<file path="src/rtl/fetch_buffer_pkg.sv">
// Shared types and constants for the instruction fetch stage.
// Latency: n/a (declarations only).
// Backpressure: n/a.
package fetch_buffer_pkg;

   // Canonical nop (addi x0, x0, 0); replaces the word of a faulted fetch
   localparam logic [31:0] nop_instr        = 32'h0000_0013;
   localparam logic [31:0] reset_pc_default = 32'h0000_0000;

   // One queued fetch result
   typedef struct packed {
      logic [31:0] pc;
      logic [31:0] instr;
      logic        error;
   } fetch_entry_type;

   // Decode-side bundle
   typedef struct packed {
      logic ready;
   } fetch_in_type;

   typedef struct packed {
      logic        valid;
      logic [31:0] pc;
      logic [31:0] instr;
      logic        error;
   } fetch_out_type;

   // Instruction memory request/response
   typedef struct packed {
      logic        valid;
      logic [31:0] addr;
   } imem_req_type;

   typedef struct packed {
      logic        rvalid;
      logic [31:0] rdata;
      logic        error;
   } imem_rsp_type;

   // Force a fetch address onto a word boundary
   function automatic logic [31:0] word_align(input logic [31:0] addr);
      return addr & ~32'h3;
   endfunction

endpackage

</file>
<file path="src/rtl/fetch_fifo.sv">
// In-order entry queue with registered storage, synchronous flush and occupancy count.
// Latency: a pushed entry is visible at the head the cycle after the push.
// Backpressure: none internally; the producer must not push into a full queue without a pop.
module fetch_fifo #(
   parameter int  DEPTH = 4,
   parameter int  WIDTH = 65,
   localparam int AW    = $clog2(DEPTH),
   localparam int CW    = $clog2(DEPTH + 1)
) (
   input  logic             clock,
   input  logic             reset,
   input  logic             flush,
   input  logic             push,
   input  logic [WIDTH-1:0] push_data,
   input  logic             pop,
   output logic [WIDTH-1:0] head_data,
   output logic             head_valid,
   output logic [CW-1:0]    count
);

   logic [WIDTH-1:0] mem [DEPTH];
   logic [AW-1:0]    rd_ptr;
   logic [AW-1:0]    wr_ptr;
   logic             do_pop;

   assign do_pop     = pop && (count != '0);
   assign head_valid = (count != '0);
   assign head_data  = mem[rd_ptr];

   // Storage write; no reset needed since count guards visibility
   always_ff @(posedge clock) begin
      if (push) begin
         mem[wr_ptr] <= push_data;
      end
   end

   // Pointer and occupancy update; flush empties the queue in one cycle
   always_ff @(posedge clock) begin
      if (reset || flush) begin
         rd_ptr <= '0;
         wr_ptr <= '0;
         count  <= '0;
      end else begin
         if (push) begin
            wr_ptr <= wr_ptr + AW'(1);
         end
         if (do_pop) begin
            rd_ptr <= rd_ptr + AW'(1);
         end
         count <= count + CW'(push) - CW'(do_pop);
      end
   end

   // Credit accounting upstream must make overflow impossible
   assert property (@(posedge clock) disable iff (reset || flush)
                    !(push && !do_pop && (count == CW'(DEPTH))));

endmodule

</file>
<file path="src/rtl/fetch_buffer.sv">
// Fetch stage: issues word reads, queues in-order responses, presents {pc, instr} to decode.
// Latency: 1 cycle from imem_rvalid to fetch_valid; redirect takes effect the next cycle.
// Backpressure: fetch_ready low holds the head; requests stop when queue plus in-flight reach DEPTH.
module fetch_buffer
   import fetch_buffer_pkg::*;
#(
   parameter int          DEPTH           = 4,
   parameter int          MAX_OUTSTANDING = 2,
   parameter logic [31:0] RESET_PC        = reset_pc_default
) (
   input  logic        clock,
   input  logic        reset,
   input  logic        redirect,
   input  logic [31:0] redirect_pc,
   output logic        imem_valid,
   output logic [31:0] imem_addr,
   input  logic        imem_ready,
   input  logic        imem_rvalid,
   input  logic [31:0] imem_rdata,
   input  logic        imem_error,
   output logic        fetch_valid,
   output logic [31:0] fetch_pc,
   output logic [31:0] fetch_instr,
   output logic        fetch_error,
   input  logic        fetch_ready
);

   localparam int          CW        = $clog2(DEPTH + 1);
   localparam int          OW        = $clog2(MAX_OUTSTANDING + 1);
   localparam logic [31:0] DEPTH_W   = 32'(DEPTH);
   localparam logic [31:0] MAX_OUT_W = 32'(MAX_OUTSTANDING);

   logic [31:0]     req_pc;
   logic [31:0]     rsp_pc;
   logic [OW-1:0]   outstanding;
   logic [OW-1:0]   discard;
   logic            halted;
   logic [CW-1:0]   count;
   logic            head_valid;
   fetch_entry_type head;
   fetch_entry_type push_entry;
   logic [31:0]     live_words;
   logic            accept;
   logic            push;

   // Words that will land in the queue: stored plus in-flight minus those to be dropped
   assign live_words = 32'(count) + 32'(outstanding) - 32'(discard);
   assign accept     = imem_valid && imem_ready;
   // Wrong-path responses are dropped while discarding or in a redirect cycle
   assign push       = imem_rvalid && !reset && !redirect && (discard == '0);

   assign push_entry.pc    = rsp_pc;
   assign push_entry.instr = imem_error ? nop_instr : imem_rdata;
   assign push_entry.error = imem_error;

   // Request generation and decode-side outputs, all forced low during reset
   always_comb begin
      imem_valid  = 1'b0;
      imem_addr   = '0;
      fetch_valid = 1'b0;
      fetch_pc    = '0;
      fetch_instr = '0;
      fetch_error = 1'b0;
      if (!reset) begin
         imem_valid  = !redirect && !halted &&
                       (32'(outstanding) < MAX_OUT_W) && (live_words < DEPTH_W);
         imem_addr   = req_pc;
         fetch_valid = head_valid;
         fetch_pc    = head.pc;
         fetch_instr = head.instr;
         fetch_error = head.error;
      end
   end

   // PC, credit, discard and halt bookkeeping; redirect overrides everything but the credit count
   always_ff @(posedge clock) begin
      if (reset) begin
         req_pc      <= RESET_PC;
         rsp_pc      <= RESET_PC;
         outstanding <= '0;
         discard     <= '0;
         halted      <= 1'b0;
      end else begin
         outstanding <= outstanding + OW'(accept) - OW'(imem_rvalid);
         if (redirect) begin
            req_pc  <= word_align(redirect_pc);
            rsp_pc  <= word_align(redirect_pc);
            halted  <= 1'b0;
            discard <= outstanding - OW'(imem_rvalid);
         end else begin
            if (accept) begin
               req_pc <= req_pc + 32'd4;
            end
            if (imem_rvalid && (discard != '0)) begin
               discard <= discard - OW'(1);
            end
            if (push) begin
               rsp_pc <= rsp_pc + 32'd4;
               if (imem_error) begin
                  halted <= 1'b1;
               end
            end
         end
      end
   end

   fetch_fifo #(
      .DEPTH (DEPTH),
      .WIDTH ($bits(fetch_entry_type))
   ) u_fifo (
      .clock      (clock),
      .reset      (reset),
      .flush      (redirect),
      .push       (push),
      .push_data  (push_entry),
      .pop        (fetch_ready && !redirect),
      .head_data  (head),
      .head_valid (head_valid),
      .count      (count)
   );

endmodule

</file>
<file path="config.mk">
export PLATFORM = sky130hd
export DESIGN_NAME = fetch_buffer
export DESIGN_NICKNAME = d
export VERILOG_FILES = /design/src/rtl/fetch_buffer_pkg.sv /design/src/rtl/fetch_fifo.sv /design/src/rtl/fetch_buffer.sv
export SDC_FILE = /design/constraint.sdc
export NUM_CORES = 1
export LEC_CHECK = 0
export ABC_AREA = 1
export CORE_MARGIN = 2
export CORE_UTILIZATION = 40
export CTS_BUF_LIST = sky130_fd_sc_hd__clkbuf_8
export DETAILED_ROUTE_END_ITERATION = 16
export SKIP_CTS_REPAIR_TIMING = 1
export SYNTH_ARGS = -nofsm -noshare
export SYNTH_HDL_FRONTEND = slang
export SYNTH_SLANG_ARGS = --single-unit
</file>
<file path="constraint.sdc">
create_clock -name clock -period 12.9 [get_ports clock]
set_input_delay 3.225 -clock clock [delete_from_list [all_inputs] [get_ports clock]]
set_output_delay 3.225 -clock clock [all_outputs]
set_load 0.01 [all_outputs]
</file>
==> summary.txt <==
Critical Path Slowest Stage Cell = buf_4
Synth area leader = edfxtp_1
unrepaired setup endpoints after global routing = no
top cell type's share of synthesized area = 49.8%
Clock transition at path regs = 0.06 ns
CTS tree = yes
status = completed
gr usage total = 19.9%
Routed WL = 39,400 µm
die area = 0.0395 mm²
setup TNS = 0 ns
number of global-route vias before repair = 11,300
grt ovf = 0
DRC Markers = 0
Post-synth ARST share = 0%
Leak Pwr = 6.79 nW
Non-Filler Instances = 2,437
Worst path most repeated cell = buf_4
commonest cells after routing, fill and taps aside = 443 x nor2_1, 286 x nand2_1, 252 x edfxtp_1
die width = 199 µm
number of enable flip-flop cells after synthesis = 252
Synth Flop Type = edfxtp_1
vias = 12,100
Cells after DPL = 2,334
via/cell ratio = 4.94
final HPWL from detailed placement = 23,600 µm
# rows = 71
leading cell type in the layout, fill and taps excluded = nor2_1
gpl congestion = 0.910
HP Class = register to register
synthesized area per cell = 8.79 µm²
area delta synth->final = 20.7%
IO buf count = 163
initial antenna violation count = 0
top post-synthesis cells by area = edfxtp_1 50%, nor2_1 11%, dfxtp_1 9.8%
Initial Util = 40.5%
number of max-cap violations = 0
CP Class = input pin to output pin
CTS H-tree depth = 2
count of final max-slew check failures = 0
Crit path max-delay family = buffers and inverters
Tcrit/Tclk final = 66.6%
worst-margin pin slew = 1.17 ns
Yosys reg bits = 326
clock skew = 0.0207 ns
Inserted Diodes = 0
Routed Antenna Nets = 0
# IOs = 170
Worst-Skew Late Latency = 0.60 ns
clock buffer depth = 3
Peak Freq = 0.116 GHz
worst path required time = 9.68 ns
crit start category = input pin
Mapped Area = 0.0152 mm²
TritonCTS Buffers = 55
clock period minus worst slack = 8.59 ns
slowest stage delay, CP = 0.80 ns
Yosys cell types = 41
nets = 1,969
critical path data arrival time = 5.36 ns
first-pass GRT wire length = 61,300 µm
1st-iter DRT viols = 894
CP Cell Sequence = buf_4, buf_4, a21oi_1, clkdlybuf4s50_1
share of layout cells above drive strength 1 = 5.87%
DR WL/cell = 16.2 µm
CP Buf/Inv Count = 3
Core ar. = 0.0375 mm²
post-synthesis sequential area ratio = 59.6%
TritonRoute pass-1 iters = 7
critical path endpoint category = output pin
Synth Warn # = 0
Die Height = 199 µm
Root Buffer = clkbuf_8
clk sinks = 326
Final Hold Viols = 0
largest net degree at the start of global routing = 127
CP max FO = 65
power per cell area = 124 mW/mm²
peak supply drop = 0.0000660 V
Mapped Cells = 1,727
Setup Viol. Count Final = 0
max_slew headroom = 22.0%
==> sequential cells by signal, summed over array words and instances (netlist names), named ones only <==
| name | cells |
|---|---|
| u_fifo.rd_ptr | 2 |
| discard | 2 |
| u_fifo.wr_ptr | 2 |
| req_pc | 30 |
| u_fifo.mem | 252 |
| halted | 1 |
| u_fifo.count | 3 |
| outstanding | 2 |
| rsp_pc | 30 |
==> path summary, 6_finish.rpt <==
kind             startpoint           end  slack (ns)  depth (start not counted)
max                   reset  fetch_pc[12]        4.31                          4
min                  halted        halted        0.47                          2
max reg2reg  outstanding[1]    req_pc[12]        9.95                         14
min reg2reg          halted        halted        0.47                          2
==> synth_stat cells (all sizes together), types with 6 or more instances <==
cell	count
a31oi	6
edfxtp	252
a21oi	109
nand3	69
nor2	450
inv	146
o21ai	184
dfxtp	74
xor2	6
a21boi	7
clkbuf	60
nand2	288
buf	24
ha	16
==> metrics by stage <==
| step | area, µm² | util, % | total power, mW | setup slack, ns | hold slack (ns) |
|---|---|---|---|---|---|
| final | 18300 | 48.9 | 2.27 | 4.31 | 0.470 |
| after global routing | 18300 | 48.9 | 2.37 | 4.19 | 0.481 |
| after global placement | 17200 | 46.0 | 1.39 | 4.27 | 0.446 |
| after detailed placement | 17200 | 46.0 | 1.39 | 4.29 | 0.453 |
| after floorplan | 15200 | - | 1.31 | 5.80 | 0.435 |
| after CTS | 18300 | 48.9 | 2.30 | 4.28 | 0.468 |
==> where the power goes <==
group	switching [mW]	total (mW)	leakage, nW	internal [mW]
logic	0.110	0.189	3.24	0.0798
registers	0.0265	1.18	2.93	1.16
clock network	0.411	0.900	0.622	0.489
total	0.547	2.27	6.79	1.73
==> worst min-delay path, delay by kind of cell, from the launching register on <==
kind | cells | cell delay [ns]
DFF | 1 | 0.30
AOI/OAI and AO/OA | 1 | 0.06
buffers and inverters | 1 | 0.06
==> kinds of logic after synthesis <==
family / count (synthesis) / synth area share, %
AOI/OAI and AO/OA: 316 / 10.7
DFF: 326 / 59.6
and+or+nand+nor: 824 / 21.3
muxes: 1 / 0.0659
adders and majority gates: 18 / 1.58
other: 1 / 0.0247
buffers and inverters: 230 / 6.02
xor gates and xnor gates: 11 / 0.634
==> layout make-up <==
class	count	area [µm²]
Multi-Input combinational cell	1174	5270
Inverter	146	548
Sequential cell	326	9050
Fill cell	3617	19200
Clock inverter	43	265
Tap cell	511	639
Timing Repair Buffer	177	1730
Clock buffer	60	826
==> metal layers <==
| layer | GRT usage [%] | vias up | routed length, µm |
|---|---|---|---|
| met5 | 0 | - | 0 |
| met4 | 5.56 | 0 | 699 |
| met3 | 3.37 | 44 | 2390 |
| met2 | 32.3 | 346 | 18100 |
| met1 | 27.5 | 5653 | 18200 |
| li1 | - | 6007 | - |
Power figures use the tool's default switching activity.
